==> config.mk <==
export PLATFORM = sky130hd
export DESIGN_NAME = phase_rms_monitor
export DESIGN_NICKNAME = d
export VERILOG_FILES = /design/src/rtl/phase_rms_monitor.sv
export SDC_FILE = /design/constraint.sdc
export NUM_CORES = 1
export LEC_CHECK = 0
export ABC_AREA = 0
export CELL_PAD_IN_SITES_DETAIL_PLACEMENT = 0
export CELL_PAD_IN_SITES_GLOBAL_PLACEMENT = 2
export CORE_MARGIN = 2
export CORE_UTILIZATION = 30
export CTS_CLUSTER_DIAMETER = 30
export DETAILED_ROUTE_END_ITERATION = 12
export PLACE_DENSITY = 0.85
export SYNTH_ARGS = -nofsm -noshare
export SYNTH_HDL_FRONTEND = slang
export SYNTH_SLANG_ARGS = --single-unit
export TNS_END_PERCENT = 100
==> constraint.sdc <==
create_clock -name i_clk -period 3.3 [get_ports i_clk]
set_input_delay 0.495 -clock i_clk [delete_from_list [all_inputs] [get_ports i_clk]]
set_output_delay 0.495 -clock i_clk [all_outputs]
set_load 0.005 [all_outputs]
==> src/rtl/phase_rms_monitor.sv <==
// Per-phase RMS over/under-voltage monitor: debounces threshold violations on IEEE-754 samples
// and latches a sticky fault with the offending sample until software clears it.
module phase_rms_monitor #(
   parameter int unsigned P_OV_CNT = 4,
   parameter int unsigned P_UV_CNT = 4
) (
   input  logic        i_clk,
   input  logic        i_rst,
   input  logic [31:0] i_rms,
   input  logic        i_rms_valid,
   input  logic [31:0] i_ov_th,
   input  logic [31:0] i_uv_th,
   input  logic        i_clr,
   output logic [1:0]  o_state,
   output logic        o_ov_fault,
   output logic        o_uv_fault,
   output logic        o_cfg_err,
   output logic [31:0] o_rms_hold,
   output logic [15:0] o_vio_cnt
);

   typedef enum logic [1:0] {
      StIdle   = 2'd0,
      StNormal = 2'd1,
      StWarn   = 2'd2,
      StFault  = 2'd3
   } state_e;

   localparam logic [15:0] OvTrip = 16'(P_OV_CNT);
   localparam logic [15:0] UvTrip = 16'(P_UV_CNT);

   // Negative values (including -0) collapse to zero so magnitudes compare as unsigned.
   function automatic logic [30:0] fp_mag(input logic [31:0] f);
      return f[31] ? 31'd0 : f[30:0];
   endfunction

   function automatic logic [15:0] sat_inc(input logic [15:0] c);
      return (c == 16'hFFFF) ? c : c + 16'd1;
   endfunction

   state_e      state_q, state_d;
   logic [15:0] ov_cnt_q, ov_cnt_d;
   logic [15:0] uv_cnt_q, uv_cnt_d;
   logic        ov_fault_q, ov_fault_d;
   logic        uv_fault_q, uv_fault_d;
   logic        cfg_err_q, cfg_err_d;
   logic [31:0] rms_hold_q, rms_hold_d;

   logic [30:0] rms_mag, ov_mag, uv_mag;
   logic        rms_nan, rms_pinf;
   logic        ov_vio, uv_vio;
   logic [15:0] ov_cnt_nxt, uv_cnt_nxt;
   logic        ov_trip, uv_trip;

   always_comb begin
      rms_mag  = fp_mag(i_rms);
      ov_mag   = fp_mag(i_ov_th);
      uv_mag   = fp_mag(i_uv_th);
      rms_nan  = (i_rms[30:23] == 8'hFF) && (i_rms[22:0] != 23'd0);
      rms_pinf = !i_rms[31] && (i_rms[30:23] == 8'hFF) && (i_rms[22:0] == 23'd0);
      ov_vio   = rms_nan || rms_pinf || (rms_mag > ov_mag);
      // A negative NaN has zero magnitude; keep it from also reading as under-voltage.
      uv_vio   = !rms_nan && (rms_mag < uv_mag);
      ov_cnt_nxt = ov_vio ? sat_inc(ov_cnt_q) : 16'd0;
      uv_cnt_nxt = uv_vio ? sat_inc(uv_cnt_q) : 16'd0;
      ov_trip  = ov_vio && (ov_cnt_nxt >= OvTrip);
      uv_trip  = uv_vio && (uv_cnt_nxt >= UvTrip);
   end

   always_comb begin
      state_d    = state_q;
      ov_cnt_d   = ov_cnt_q;
      uv_cnt_d   = uv_cnt_q;
      ov_fault_d = ov_fault_q;
      uv_fault_d = uv_fault_q;
      rms_hold_d = rms_hold_q;
      cfg_err_d  = (uv_mag >= ov_mag);

      if (i_clr) begin
         state_d    = StIdle;
         ov_cnt_d   = 16'd0;
         uv_cnt_d   = 16'd0;
         ov_fault_d = 1'b0;
         uv_fault_d = 1'b0;
         rms_hold_d = 32'd0;
      end else if (cfg_err_d) begin
         // Latched faults survive a bad configuration; only the debounce path is parked.
         state_d  = StIdle;
         ov_cnt_d = 16'd0;
         uv_cnt_d = 16'd0;
      end else if (i_rms_valid) begin
         ov_cnt_d = ov_cnt_nxt;
         uv_cnt_d = uv_cnt_nxt;
         if (state_q != StFault) begin
            if (ov_trip) begin
               state_d    = StFault;
               ov_fault_d = 1'b1;
               rms_hold_d = i_rms;
            end else if (uv_trip) begin
               state_d    = StFault;
               uv_fault_d = 1'b1;
               rms_hold_d = i_rms;
            end else if (ov_vio || uv_vio) begin
               state_d = StWarn;
            end else begin
               state_d = StNormal;
            end
         end
      end
   end

   always_ff @(posedge i_clk or negedge i_rst) begin
      if (!i_rst) begin
         state_q    <= StIdle;
         ov_cnt_q   <= 16'd0;
         uv_cnt_q   <= 16'd0;
         ov_fault_q <= 1'b0;
         uv_fault_q <= 1'b0;
         cfg_err_q  <= 1'b0;
         rms_hold_q <= 32'd0;
      end else begin
         state_q    <= state_d;
         ov_cnt_q   <= ov_cnt_d;
         uv_cnt_q   <= uv_cnt_d;
         ov_fault_q <= ov_fault_d;
         uv_fault_q <= uv_fault_d;
         cfg_err_q  <= cfg_err_d;
         rms_hold_q <= rms_hold_d;
      end
   end

   assign o_state    = state_q;
   assign o_ov_fault = ov_fault_q;
   assign o_uv_fault = uv_fault_q;
   assign o_cfg_err  = cfg_err_q;
   assign o_rms_hold = rms_hold_q;
   assign o_vio_cnt  = (ov_cnt_q != 16'd0) ? ov_cnt_q : uv_cnt_q;

endmodule

### Word-level counts from Yosys, hierarchy flattened

Index checks and enable logic that the tools add are counted.

| word-level totals | value |
|---|---|
| flip-flop bits (word level) | 69 |
| input port bits | 100 |
| output and inout port bits | 53 |
| word-level logic and storage cells | 83 |

| cells by class | value |
|---|---|
| $add $sub $neg | 2 |
| order comparisons | 5 |
| equality and inequality tests | 6 |
| multiplexer cells | 38 |
| reduce and logical (&&, ||, !) cells | 25 |

Operator list:

| cell | count |
|---|---|
| $mux 32 | 6 |
| $mux 16 | 11 |
| $mux 31 | 3 |
| $add 16x1->16 const B | 2 |
| $eq 16x16->1 const B | 2 |
| $ge 16x3->1 const B | 2 |
| $ge 31x31->1 | 1 |
| $gt 31x31->1 | 1 |
| $lt 31x31->1 | 1 |
| $logic_not 23->1 | 1 |
| $reduce_bool 23->1 | 1 |
| $reduce_bool 16->1 | 1 |
| $mux 2 | 7 |
| $mux 1 | 11 |
| $reduce_bool 3->1 | 3 |
| $eq 8x8->1 const B | 1 |
| $reduce_and 4->1 | 2 |
| $reduce_bool 2->1 | 4 |
| $logic_and 1x1->1 | 6 |
| $ne 2x2->1 const B | 3 |
| $reduce_and 5->1 | 1 |
| $logic_or 1x1->1 | 3 |
| $logic_not 1->1 | 2 |
| $reduce_and 2->1 | 1 |

### Longest topological paths before layout

| depth | value |
|---|---|
| depth in word-level cells | 13 |
| mapped depth | 16 |

### Least setup slack after synthesis

OpenSTA, ideal clock, no wires.

| path | value |
|---|---|
| kind | input port to flip-flop |
| start | in i_rms[31] |
| end | reg rms_hold_q[10] (netlist: o_rms_hold[10]) |
| library setup time | 0.079 ns |
| arrival time | 3.332 ns |
| data required time | 3.221 ns |
| setup slack | -0.112 ns |
| stages | 14 |
| cell sequence | clkbuf_1 clkbuf_1 nor2b_1 ha_1 nand4_1 nor3_1 nand4_1 nor2_1 a211oi_1 a2bb2oi_1 a31o_2 a211oi_4 buf_6 mux2i_1 |

| on the way | value |
|---|---|
| longest elaborated chain between the ends | 13 |
| elaborated cells between the ends (all ways) | 22 |
| classes of those cells | 4 x order compare; 8 x mux; 10 x reduce/logical |

Ends and longest elaborated chain:

| what | line | source |
|---|---|---|
| start: declaration | 9 | `input logic [31:0] i_rms,` |
| parallel branches: the longest is 13 deep, another holds $gt 31x31->1 | n/a |  |
| end signal: assignment | 128 | `rms_hold_q <= rms_hold_d;` |
| end: declaration | 47 | `logic [31:0] rms_hold_q, rms_hold_d;` |

Parallel ways; which one is timed is not known. The select of a mux whose other input is x is not followed.
A chain may end at the register's enable or synchronous reset.

### Worst setup path after layout

| path | value |
|---|---|
| start | in i_rms[20] |
| end | reg rms_hold_q[18] (netlist: o_rms_hold[18]) |

| on the way | value |
|---|---|
| longest elaborated chain between the ends | 12 |
| elaborated cells between the ends (all ways) | 24 |
| classes of those cells | 4 x order compare; 8 x mux; 12 x reduce/logical |

Ends and longest elaborated chain:

| what |
|---|
| parallel branches: the longest is 12 deep, another holds $gt 31x31->1 |

Parallel ways; which one is timed is not known. The select of a mux whose other input is x is not followed.

==> flow_summary.ini <==
[sta]
setup_tns_ns = 0
drv_slew = 0
fin_hold_ws_ns = 0.257
setup_violations = 0
hold_viol_final = 0
finalWorstSetupSlack_ns = 0.119
fin_crit_sh = 0.964
min_period_ns = 3.18
maxSlewHeadroom = 0.378
skew_ns = 0.00759
max_freq_mhz = 314
max_slew.worst_pin.slew_ns = 0.933

[worst_hold_path]
hp-class = in2async

[grt]
grt_max_degree = 70
grt_antenna_before_repair = 0
grt_overflow = 0
grt_pass1_wl_um = 40500
grt_usage = 0.199
grt_pass1_vias = 7479

[floorplanning]
num_io_pins = 153
fp.dieArea_um2 = 25300
fp.dieW_um = 159
rows = 56
die_h_um = 159
core_um2 = 23500
initial_core_util = 0.306

[detailed_routing]
drtAntennaViolNets = 0
postRouteWirelength_um = 25800
routed_via_density = 5.03
wire_per_inst_um = 17.1
drtIter0Drc = 464
dr_total_vias = 7588
drt-pass1-iter-count = 7
drc_errors = 0

[cts]
h-tree-depth = 3
numCtsBuffers = 9
cts.sinks = 69
root_buffer = clkbuf_16
clockBufferDepth = 2
cts.clk_slew.worst_paths_ns = 0.06
cts_tree = yes
insertion_delay_ns = 0.34

[cells_and_area]
layout-drive-gt1-share = 0.214
nNetsFinal = 1369
stdcell_area_um2 = 10900
layout.cells.non_filler = 1508
insertedDiodeCount = 0
synthToLayoutAreaGrowth_pct = 51.5
fill_cells = 2348

[worst_setup_path]
worst_path_most_repeated_cell = a21o_1
critPathArrivalTime_ns = 3.44
r2r-end = o_rms_hold[2]$_DFFE_PN0P_
crit_chain = clkdlybuf4s50_1, nor2b_2, ha_1, a21o_1, a21o_1, a21oi_1, o211ai_1, a31o_2, a41o_2, a211oi_4, buf_6, clkbuf_16, mux2i_1
cpPeakStageDelay_ns = 0.56
slowest_stage = clkdlybuf4s50_1
reg2reg_depth = 11
critPathMaxFanout = 8
end_kind = flip-flop
critPathKind = in2reg
start_kind = input pin
r2r_slack_ns = 0.24
cp_data_required_time_ns = 3.56
regToRegStartpoint = uv_cnt_q[11]$_DFFE_PN0P_

[status]
status = completed

[yosys]
async_flop_share = 1.00
synth_edf_count = 0
synthTopCellsByArea = dfrtp_1, ha_1, nand2b_1, mux2i_1, a21oi_1
synth_top_cell_by_area = dfrtp_1
netlist.area_leader.share = 0.240
synthFlopType = dfrtp_1
synth_seq_cells = 69
synth.avg_cell_area_um2 = 7.94
post_synth_num_cell_types = 63
seq_area_frac_synth = 0.240
yosysMostFrequentCell = nand2b_1
yosysWarnings = 0
syn_area_um2 = 7210
syn-instance-count = 908
synth_common_cells = nand2b_1, ha_1, dfrtp_1, a21oi_1, nand2_1
syn_nets = 1093

[power_and_ir_drop]
vdd.ir_drop.worst_v = 0.000212
leakage_uw = 0.00497
power_density_nw_per_um2 = 250

[placed_design]
place_ws_ns = -0.629
dp_hpwl_um = 19900
io_buffers = 152
dpl-instance-area_um2 = 10100
dp_cells = 1479
gp_congestion = 0.901

[job]
drv_cap = 0
[sequential cells by signal, summed over array words and instances (netlist names)]
| name | cells |
|---|---|
| o_rms_hold | 32 |
| ov_cnt_q | 16 |
| uv_cnt_q | 16 |
| o_state | 2 |
| o_cfg_err | 1 |
| o_ov_fault | 1 |
| o_uv_fault | 1 |
[what timing repair did]
| action | 4_1_cts | 5_1_grt |
|---|---|---|
| hold buffers | 0 | 0 |
| gates cloned | 4 | 1 |
| buffers inserted | 4 | 4 |
| gates resized for setup | 36 | 57 |
| pin swaps | 12 | 13 |
| endpoints found under the setup margin | 68 | 72 |
[kinds of logic (layout without fill, tap and decap cells)]
family,Yosys count,in the layout,share of synthesized area
AO/OA/AOI/OAI,202,202,0.177
XOR/XNOR,11,11,0.0134
adder cells (fa/ha/maj),86,86,0.149
buffers and inverters,97,378,0.0552
flip-flops,69,69,0.240
multiplexers,33,33,0.0458
AND/OR/NAND/NOR,410,410,0.320
[final cells by class]
cell class              instances  area [um^2]  share of cell area
clock inverters                 6         63.8             0.00584
repair buffers                320         2980               0.273
clock buffers                  10          229              0.0210
multi-input cells             742         5370               0.491
flip-flops and latches         69         1730               0.158
inverters                      42          158              0.0144
well taps                     319          399              0.0365
[layout by cell type (no fill, tap or decap), drive strengths merged, types with 4 or more instances in the layout]
master,instances
or4,7
nor2,50
buf,168
a31o,6
or3,8
nor4,11
ha,85
nand3,21
a21o,27
nor3,25
and4,10
o31ai,4
xnor2,8
nand4,19
nand2b,128
nand2,61
o211ai,7
or3b,6
a21oi,65
a31oi,7
o21ai,53
dlymetal6s2s,16
nor2b,38
and3,11
inv,42
mux2i,33
clkdlybuf4s50,131
a211oi,9
dfrtp,69
clkbuf,14
[critical path, delay by kind of cell]
family / cells / cell delay (ns)
AOI/OAI and AO/OA: 7 / 1.40
adders and majority gates: 1 / 0.26
buffers and inverters: 3 / 0.89
muxes: 1 / 0.18
and+or+nand+nor: 1 / 0.22
[power breakdown]
part | switching, uW | leakage (uW) | internal [uW]
combinational | 419 | 0.00387 | 474
sequential | 7.12 | 0.000961 | 852
clock | 389 | 0.000138 | 584
total | 815 | 0.00497 | 1910
[worst max-delay path by stage]
stage | from | to | slack [ns] | cells after the start
after detailed placement | i_ov_th[31] | o_rms_hold[21]$_DFFE_PN0P_ | -0.63 | 15
after CTS | i_rms[25] | o_rms_hold[13]$_DFFE_PN0P_ | 0.001 | 15
after floorplan | i_rms[31] | o_rms_hold[10]$_DFFE_PN0P_ | 0.03 | 14
after global routing | i_rms[11] | o_rms_hold[0]$_DFFE_PN0P_ | -0.006 | 13
after global placement | i_ov_th[31] | o_rms_hold[3]$_DFFE_PN0P_ | -0.58 | 15
final | i_rms[20] | o_rms_hold[18]$_DFFE_PN0P_ | 0.12 | 13
[metal layers]
layer	vias up	global-route usage	wire, um
met1	3595	0.276	12400
met5	-	0	0
met2	187	0.324	11900
li1	3787	-	-
met3	19	0.0372	1190
met4	0	0.0438	357
[stage by stage]
stage | power [uW] | util
after detailed placement | 1700 | 0.430
after floorplan | 1260 | -
after CTS | 2720 | 0.455
final | 2730 | 0.464
after global routing | 2880 | 0.464
after global placement | 1700 | 0.430
Power figures use the tool's default switching activity.
